## config.mk

```make
export PLATFORM = sky130hd
export DESIGN_NAME = tone_scheduler
export DESIGN_NICKNAME = d
export VERILOG_FILES = /design/src/rtl/tone_scheduler.sv
export SDC_FILE = /design/constraint.sdc
export NUM_CORES = 1
export LEC_CHECK = 0
export ABC_CLOCK_PERIOD_IN_PS = 2950
export BUFFER_PORTS_ARGS = -buffer_cell sky130_fd_sc_hd__buf_4
export CAP_MARGIN = 30
export CORE_MARGIN = 2
export CORE_UTILIZATION = 25
export CTS_BUF_LIST = sky130_fd_sc_hd__clkbuf_8
export DETAILED_ROUTE_END_ITERATION = 12
export PLACE_DENSITY = 0.52
export SYNTH_ARGS = -nofsm -noshare
export SYNTH_HDL_FRONTEND = slang
export SYNTH_SLANG_ARGS = --single-unit
```

## constraint.sdc

```tcl
create_clock -name clock -period 2.95 [get_ports clock]
set_clock_uncertainty 0.15 [all_clocks]
set_input_delay 0.1475 -clock clock [delete_from_list [all_inputs] [get_ports clock]]
set_output_delay 0.1475 -clock clock [all_outputs]
set_load 0.02 [all_outputs]
```

## src/rtl/tone_scheduler.sv

```systemverilog
// Round-robin arbiter sharing one square-wave tone generator among four note requesters.
// Latency: request sampled at edge k -> ack/busy/tone_en/tone_period valid in cycle k+1.
// Backpressure: one note at a time; other requests wait in IDLE, no preemption.
//
// Ports:
//   clock, reset (async, active-low)
//   req[3:0]          level requests, held until ack
//   req_period[79:0]  four 20-bit half-periods, requester i at [20i+19:20i]
//   req_duration[19:0] four 5-bit durations in 1/8 s units, requester i at [5i+4:5i]
//   abort             stop the current note/gap, return to IDLE without done
//   ack[3:0]          one-cycle pulse when request i is accepted
//   done[3:0]         one-cycle pulse when note i (gap included) finishes
//   grant_id[1:0]     owner of the generator
//   busy              high while playing or in the gap
//   tone_period[19:0] half-period to the tone generator
//   tone_en           tone generator enable
module tone_scheduler #(
    parameter int CLK_FREQ   = 100_000_000,
    parameter int GAP_CYCLES = 1_000_000
) (
    input  logic        clock,
    input  logic        reset,
    input  logic [3:0]  req,
    input  logic [79:0] req_period,
    input  logic [19:0] req_duration,
    input  logic        abort,
    output logic [3:0]  ack,
    output logic [3:0]  done,
    output logic [1:0]  grant_id,
    output logic        busy,
    output logic [19:0] tone_period,
    output logic        tone_en
);

    localparam int UNIT_CYCLES = CLK_FREQ / 8;
    localparam int UNIT_W      = (UNIT_CYCLES > 1) ? $clog2(UNIT_CYCLES) : 1;
    localparam int GAP_W       = (GAP_CYCLES > 1) ? $clog2(GAP_CYCLES) : 1;
    localparam logic [UNIT_W-1:0] UNIT_LAST = UNIT_W'(UNIT_CYCLES - 1);
    localparam logic [UNIT_W-1:0] UNIT_ONE  = 1;
    localparam logic [GAP_W-1:0]  GAP_LAST  = GAP_W'((GAP_CYCLES > 0) ? GAP_CYCLES - 1 : 0);
    localparam logic [GAP_W-1:0]  GAP_ONE   = 1;

    typedef enum logic [1:0] {S_IDLE, S_PLAY, S_GAP} state_t;

    state_t            state, state_n;
    logic [1:0]        last_grant, last_n;
    logic [4:0]        rem, rem_n;
    logic [UNIT_W-1:0] unit_cnt, unit_n;
    logic [GAP_W-1:0]  gap_cnt, gap_n;
    logic [3:0]        ack_n, done_n;
    logic [1:0]        grant_n;
    logic              busy_n, en_n;
    logic [19:0]       period_n;

    logic              win_vld;
    logic [1:0]        win_id;
    logic [1:0]        cand;
    logic [19:0]       sel_period;
    logic [4:0]        sel_dur;
    logic              unit_wrap;

    // Round-robin search starting just after the previous winner.
    always_comb begin
        win_vld = 1'b0;
        win_id  = 2'd0;
        cand    = 2'd0;
        for (int i = 0; i < 4; i++) begin
            cand = last_grant + 2'(i + 1);
            if (!win_vld && req[cand]) begin
                win_vld = 1'b1;
                win_id  = cand;
            end
        end
    end

    assign sel_period = req_period[20*win_id +: 20];
    assign sel_dur    = req_duration[5*win_id +: 5];
    assign unit_wrap  = (unit_cnt == UNIT_LAST);

    always_comb begin
        state_n  = state;
        last_n   = last_grant;
        rem_n    = rem;
        unit_n   = unit_cnt;
        gap_n    = gap_cnt;
        ack_n    = 4'b0000;
        done_n   = 4'b0000;
        grant_n  = grant_id;
        busy_n   = busy;
        en_n     = tone_en;
        period_n = tone_period;
        case (state)
            S_IDLE: begin
                // abort in IDLE suppresses the grant on that edge
                if (!abort && win_vld) begin
                    state_n  = S_PLAY;
                    ack_n    = 4'b0001 << win_id;
                    grant_n  = win_id;
                    last_n   = win_id;
                    busy_n   = 1'b1;
                    period_n = sel_period;
                    rem_n    = sel_dur;
                    unit_n   = '0;
                    // half-period below 2 is a silent rest; zero duration never sounds
                    en_n     = (sel_period >= 20'd2) && (sel_dur != 5'd0);
                end
            end
            S_PLAY: begin
                if (abort) begin
                    state_n = S_IDLE;
                    en_n    = 1'b0;
                    busy_n  = 1'b0;
                    rem_n   = '0;
                    unit_n  = '0;
                    gap_n   = '0;
                end else if (rem == 5'd0 || (unit_wrap && rem == 5'd1)) begin
                    en_n   = 1'b0;
                    rem_n  = '0;
                    unit_n = '0;
                    if (GAP_CYCLES > 0) begin
                        state_n = S_GAP;
                        gap_n   = '0;
                    end else begin
                        state_n = S_IDLE;
                        done_n  = 4'b0001 << grant_id;
                        busy_n  = 1'b0;
                    end
                end else if (unit_wrap) begin
                    unit_n = '0;
                    rem_n  = rem - 5'd1;
                end else begin
                    unit_n = unit_cnt + UNIT_ONE;
                end
            end
            S_GAP: begin
                if (abort) begin
                    state_n = S_IDLE;
                    en_n    = 1'b0;
                    busy_n  = 1'b0;
                    rem_n   = '0;
                    unit_n  = '0;
                    gap_n   = '0;
                end else if (gap_cnt == GAP_LAST) begin
                    state_n = S_IDLE;
                    done_n  = 4'b0001 << grant_id;
                    busy_n  = 1'b0;
                    gap_n   = '0;
                end else begin
                    gap_n = gap_cnt + GAP_ONE;
                end
            end
            default: begin
                state_n = S_IDLE;
                en_n    = 1'b0;
                busy_n  = 1'b0;
            end
        endcase
    end

    always_ff @(posedge clock or negedge reset) begin
        if (!reset) begin
            state       <= S_IDLE;
            last_grant  <= 2'd3;
            rem         <= '0;
            unit_cnt    <= '0;
            gap_cnt     <= '0;
            ack         <= 4'b0000;
            done        <= 4'b0000;
            grant_id    <= 2'd0;
            busy        <= 1'b0;
            tone_en     <= 1'b0;
            tone_period <= '0;
        end else begin
            state       <= state_n;
            last_grant  <= last_n;
            rem         <= rem_n;
            unit_cnt    <= unit_n;
            gap_cnt     <= gap_n;
            ack         <= ack_n;
            done        <= done_n;
            grant_id    <= grant_n;
            busy        <= busy_n;
            tone_en     <= en_n;
            tone_period <= period_n;
        end
    end

endmodule

```

# Word level (Yosys, flattened, before mapping)
# Index checks and enable logic that the tools add are counted.
[totals]
ff_bits = 85
out_inout_bits = 32
elab_cells = 115
in_bits = 107
[op_classes]
mux = 53
eq_ne = 11
n_reduce_logical = 23
shifts = 4
mul = 2
n_addsub = 6
order_cmp = 5
[ops]
columns = ["cell", "count"]
rows = [
  ["2-to-1 mux 24 bit", 5],
  ["2-to-1 mux 20 bit", 4],
  ["variable part select 80 x 8 -> 20 bit", 1],
  ["one-hot mux 24 bit (3 select lines)", 1],
  ["one-hot mux 20 bit (2 select lines)", 1],
  ["2-to-1 mux 5 bit", 5],
  ["adder 24 x 1 -> 24 bit, second input constant", 1],
  ["equality test 24 bit, second input constant", 1],
  ["adder 20 x 1 -> 20 bit, second input constant", 1],
  ["equality test 20 bit, second input constant", 1],
  ["greater-or-equal comparator 20 x 2 -> 1 bit, second input constant", 1],
  ["2-to-1 mux 4 bit", 5],
  ["variable part select 20 x 6 -> 5 bit", 1],
  ["2-to-1 mux 2 bit", 9],
  ["2-to-1 mux 1 bit", 15],
  ["one-hot mux 5 bit (3 select lines)", 1],
  ["less-than comparator 2 x 3 -> 1 bit, second input constant", 4],
  ["AND reduction 3 bit", 4],
  ["multiplier 3 x 2 -> 5 bit, first input constant", 2],
  ["binary-select mux 1 bit (select 2 bit)", 4],
  ["<< shifter 1 x 2 -> 4 bit, first input constant", 2],
  ["logical AND 1 bit", 6],
  ["!= test 2 bit, second input constant", 3],
  ["!= test 3 bit, second input constant", 2],
  ["18 further kinds", 24],
]

# Depth between registers and ports, before layout
[logic_depth]
depth_word = 19
depth_mapped = 11
depth_no_buf = 9

# Worst setup path before layout
# Ideal clock, no wire load.
[synth_timing]
path_kind = "register to register"
startpoint = "register unit_cnt[7]"
endpoint = "register gap_cnt[10]"
t_required_ps = 2679
path_buffers = 2
arrival_ps = 2433
setup_time_ps = 121
period_less_slack_ps = 2704
slack_ps = 246
stages_incl_launch_ff = 10
path_cell_list = "dfrtp_1 -> or4b_1 -> nor4b_2 -> a41oi_1 -> o41ai_2 -> buf_4 -> o21a_1 -> and2_1 -> buf_2 -> nor2_1"
[synth_via]
elab_chain_cells = 5
[synth_lines]
columns = ["item", "line_no", "text"]
rows = [
  ["start: declaration", "48", "logic [UNIT_W-1:0] unit_cnt, unit_n;"],
  ["start signal: assignment", "177", "unit_cnt <= unit_n;"],
  ["equality test 24 bit", "78", "assign unit_wrap = (unit_cnt == UNIT_LAST);"],
  ["logical AND 1 bit", "116", "end else if (rem == 5'd0 || (unit_wrap && rem == 5'd1)) begin"],
  ["logical OR 1 bit", "116", ""],
  ["!= test 3 bit (no line)", "--", ""],
  ["AND reduction 2 bit (no line)", "--", ""],
  ["end signal: assignment", "178", "gap_cnt <= gap_n;"],
  ["end: declaration", "49", "logic [GAP_W-1:0] gap_cnt, gap_n;"],
]
# No other way between the ends.
# A chain may end at the register's enable or synchronous reset.

# Final worst setup path
[layout_timing]
startpoint = "register unit_cnt[9]"
endpoint = "register gap_cnt[7]"
# Same word-level chain as after synthesis.

==> results by group <==
Status
  • Outcome: complete, no violations

Clock network
  • Clock root buffer master: clkbuf_8
  • Clock latency on the worst-skew pair: 380 ps
  • CTS tree: done
  • Max clock buf depth: 2
  • CTS Sinks: 85
  • CTS buffer count: 9
  • Reg clk slew, reported paths: roughly 100 ps
  • H-Tree Depth: 3

Critical path
  • Crit path DAT: slightly below 3000 ps
  • Flop-to-flop setup slack: 80 ps
  • Reg-to-Reg Start: unit_cnt[9]
  • Largest stage delay, worst path: approximately 520 ps
  • Crit-path max FO: 6
  • Critical Path Most Common Cell: nor2_1
  • Worst EP required: 3060 ps
  • Crit end category: flop
  • Worst path slowest cell: or4bb_1
  • Reg2reg end: gap_cnt[7]
  • Startpoint types: flop
  • CP Class: reg2reg
  • CP cell instances: or4bb_1 > nor2_1 > a41oi_2 > o41ai_2 > buf_4 > o2111ai_4 > buf_4 > nor2_1 > xnor2_1 > nor2_1
  • Reg2Reg Depth: 10

Synth
  • Post-synth EDFFs: 0
  • Cell with the most instances after synthesis: nand2_1
  • Synth cell types: 55
  • Ys async rst share: 100.0%
  • Primary FF master, synth: dfrtp_1
  • Synth warn: 0
  • Top cells by area, synth: dfrtp_1 (42%), nand2_1 (7.3%), nor2_1 (4.7%)
  • Post-Syn Instances: 548
  • Seq cells post-synth: 85
  • Mapped cell area: 4901 µm²
  • Commonest cells post-synth: nand2_1 (95), dfrtp_1 (83), nor2_1 (62)
  • Post-synth top area share: between 40% and 50%
  • Syn nets: approximately 660
  • Sequential fraction of the synthesis area: 43.45%
  • Cell taking the most area after synthesis: dfrtp_1
  • Syn avg cell area: 8.943 µm²

Worst hold path
  • Hold Path End: tone_period[0]
  • Worst hold path class: in2reg
  • Hold Path Origin: req_period[60]
  • Hold path depth: 5

Route
  • WL final: 14.68 mm
  • Wire per inst: 15.15 µm
  • Antenna Nets Post-Route: 0
  • Vias: between 4k and 5k
  • DRT iter0 DRCs: about 290
  • First-pass detailed-route iteration total: 4
  • # DRC: 0
  • Vias per inst: 4.637

STA
  • Final Critical Period: 2869 ps
  • Post-route clock period utilization: 97.25%
  • Final hold viol count: 0
  • Setup violations, final: 0
  • Fmax: 0.3486 GHz
  • Slew @ Worst Pin: 872.8 ps
  • Rel. slew slack: 41.81%
  • Slew Limit Fails: 0
  • Unrepaired setup endpoints after global routing: yes

Global route
  • First-pass GRT wire length: 23.46 mm
  • GRT Residual Overflow: 0
  • Initial antenna violation count: 0
  • Largest net degree at the start of global routing: 45
  • Vias in the first global route: 4395
  • GRT Overall Usage: 14.50%

Floorplanning
  • Die span in x: between 100 and 150 µm
  • Std-Cell Core Area: 19330 µm²
  • Starting Density: 25.35%
  • Die Y: 144.0 µm
  • Ports: 139
  • DIE AREA: roughly 21000 µm²
  • Row count: 51

Finish
  • Antenna cell count: 0
  • Layout Nets: 814
  • Final instance area: 6768 µm²
  • Share of cells above drive strength 1: between 30 and 40%
  • Non-filler cells, final: 969
  • Layout area overhead: 38.09%
  • Fill cell count: 2029

Place
  • Final GP Congestion: 0.8778
  • PortBufs: 138
  • Inst Count DP: between 900 and 1k
  • DP Wirelength: 10.95 mm
  • Placed inst area: 6401 µm²

Power
  • Pwr per Cell Area: 780.1 nW/µm²
  • VDD IR max: 0.0003991 V
  • Combinational Power Share: 49.8%
  • Int Pwr: 3.148 mW
  • Switching share of power: 40.37%
  • Leak: ~3 nW
  • Clock share of power: 19.7%
  • Sequential Power Share: 30.5%
  • Switch Pwr: 2.132 mW

Job
  • Max_cap viols: 0
## per-stage QoR
stage	setup WS (ps)	hold slack (ps)	util [%]	total power [mW]	TNS [ps]
detailed placement	59.45	27.87	33.11	4.240	0
floorplan	245.9	-298.1	-	3.164	0
global placement	109.1	25.03	33.11	4.242	0
finish	81.04	27.46	35.00	5.280	0
CTS	22.94	2.127	34.50	5.299	0
global route	-67.05	58.84	35.00	5.641	-282.6
## worst max-delay path by stage
| stage | to | depth (start not counted) | slack, ps | startpoint |
|---|---|---|---|---|
| floorplan | gap_cnt[10] | 9 | 250 | unit_cnt[7] |
| global placement | gap_cnt[13] | 8 | 110 | unit_cnt[7] |
| detailed placement | gap_cnt[16] | 8 | 60 | unit_cnt[7] |
| CTS | gap_cnt[13] | 8 | 20 | unit_cnt[7] |
| global route | gap_cnt[15] | 9 | -70 | unit_cnt[7] |
| finish | gap_cnt[7] | 10 | 80 | unit_cnt[9] |
## kinds of logic (layout without fill, tap and decap cells)
logic type | Yosys count | after routing | share of synthesized area (%)
compound gates | 101 | 102 | 13.91
xor+xnor | 29 | 29 | 5.182
fa+ha+maj | 8 | 8 | 2.042
buf+inv | 41 | 196 | 3.344
flops | 85 | 85 | 43.45
mux | 36 | 36 | 8.297
simple gates | 248 | 248 | 23.77
## timing repair
item | 4_1_cts | 5_1_grt
endpoints found under the setup margin | 0 | 18
hold endpoints to repair | 42 | 0
resized for setup | 0 | 13
buffers inserted | 0 | 3
hold buffers | 2 | 0
## cell type report
cell class	count	area (µm²)	share of cell area (%)
well taps	265	331.6	4.899
inverters	15	56.30	0.8319
repair buffers	165	1306	19.30
clock buffers	10	137.6	2.034
clock inverters	6	111.4	1.645
flip-flops and latches	85	2130	31.47
multi-input cells	423	2695	39.82
## flip-flops by register name, summed over array words and instances, names as in the netlist
| register | flops |
|---|---|
| tone_period | 20 |
| done | 4 |
| tone_en | 1 |
| ack | 4 |
| rem | 5 |
| state | 2 |
| gap_cnt | 20 |
| unit_cnt | 24 |
| grant_id | 2 |
| busy | 1 |
| last_grant | 2 |
## worst max-delay path: cells and delay by family (launching register included)
kind,cells,cell delay [ps]
simple gates,4,920
compound gates,3,690
flops,1,440
buf+inv,2,420
xor+xnor,1,130
## layer usage
layer	global-route usage, %	wire (µm)	share of wire (%)
met5	0	0	0
met3	2.517	592	4.0
met2	22.73	6798	46
met4	4.696	346	2.4
met1	20.32	6938	47
## power groups by stage
stage / Sequential (mW) / Combinational, mW / Clock (mW)
floorplan: 1.81 / 1.35 / 0
global placement: 1.63 / 2.62 / 0
detailed placement: 1.63 / 2.61 / 0
CTS: 1.61 / 2.62 / 1.07
global route: 1.65 / 2.88 / 1.11
finish: 1.61 / 2.63 / 1.04
## layout by cell type, fill, tap and decap left out, types with 3 or more instances in the layout
master     instances
nand2b_1          12
o21ai_1            3
mux2i_1           17
clkbuf_8          10
xor2_1            17
nand4_1            8
xnor2_1           12
dfrtp_1           83
a21oi_2            3
a21oi_1           23
nor3_1             7
nor2_1            62
nand3_1           16
o31ai_1            4
bufinv_16          3
a32o_1             5
inv_1             16
ha_1               8
o21ai_0           30
a32oi_1           14
buf_4            158
or3_1              5
mux2_2            17
and2_1             4
and3_1            16
nor4_1             5
buf_12             5
nand2_1           95
Power figures use the tool's default switching activity.
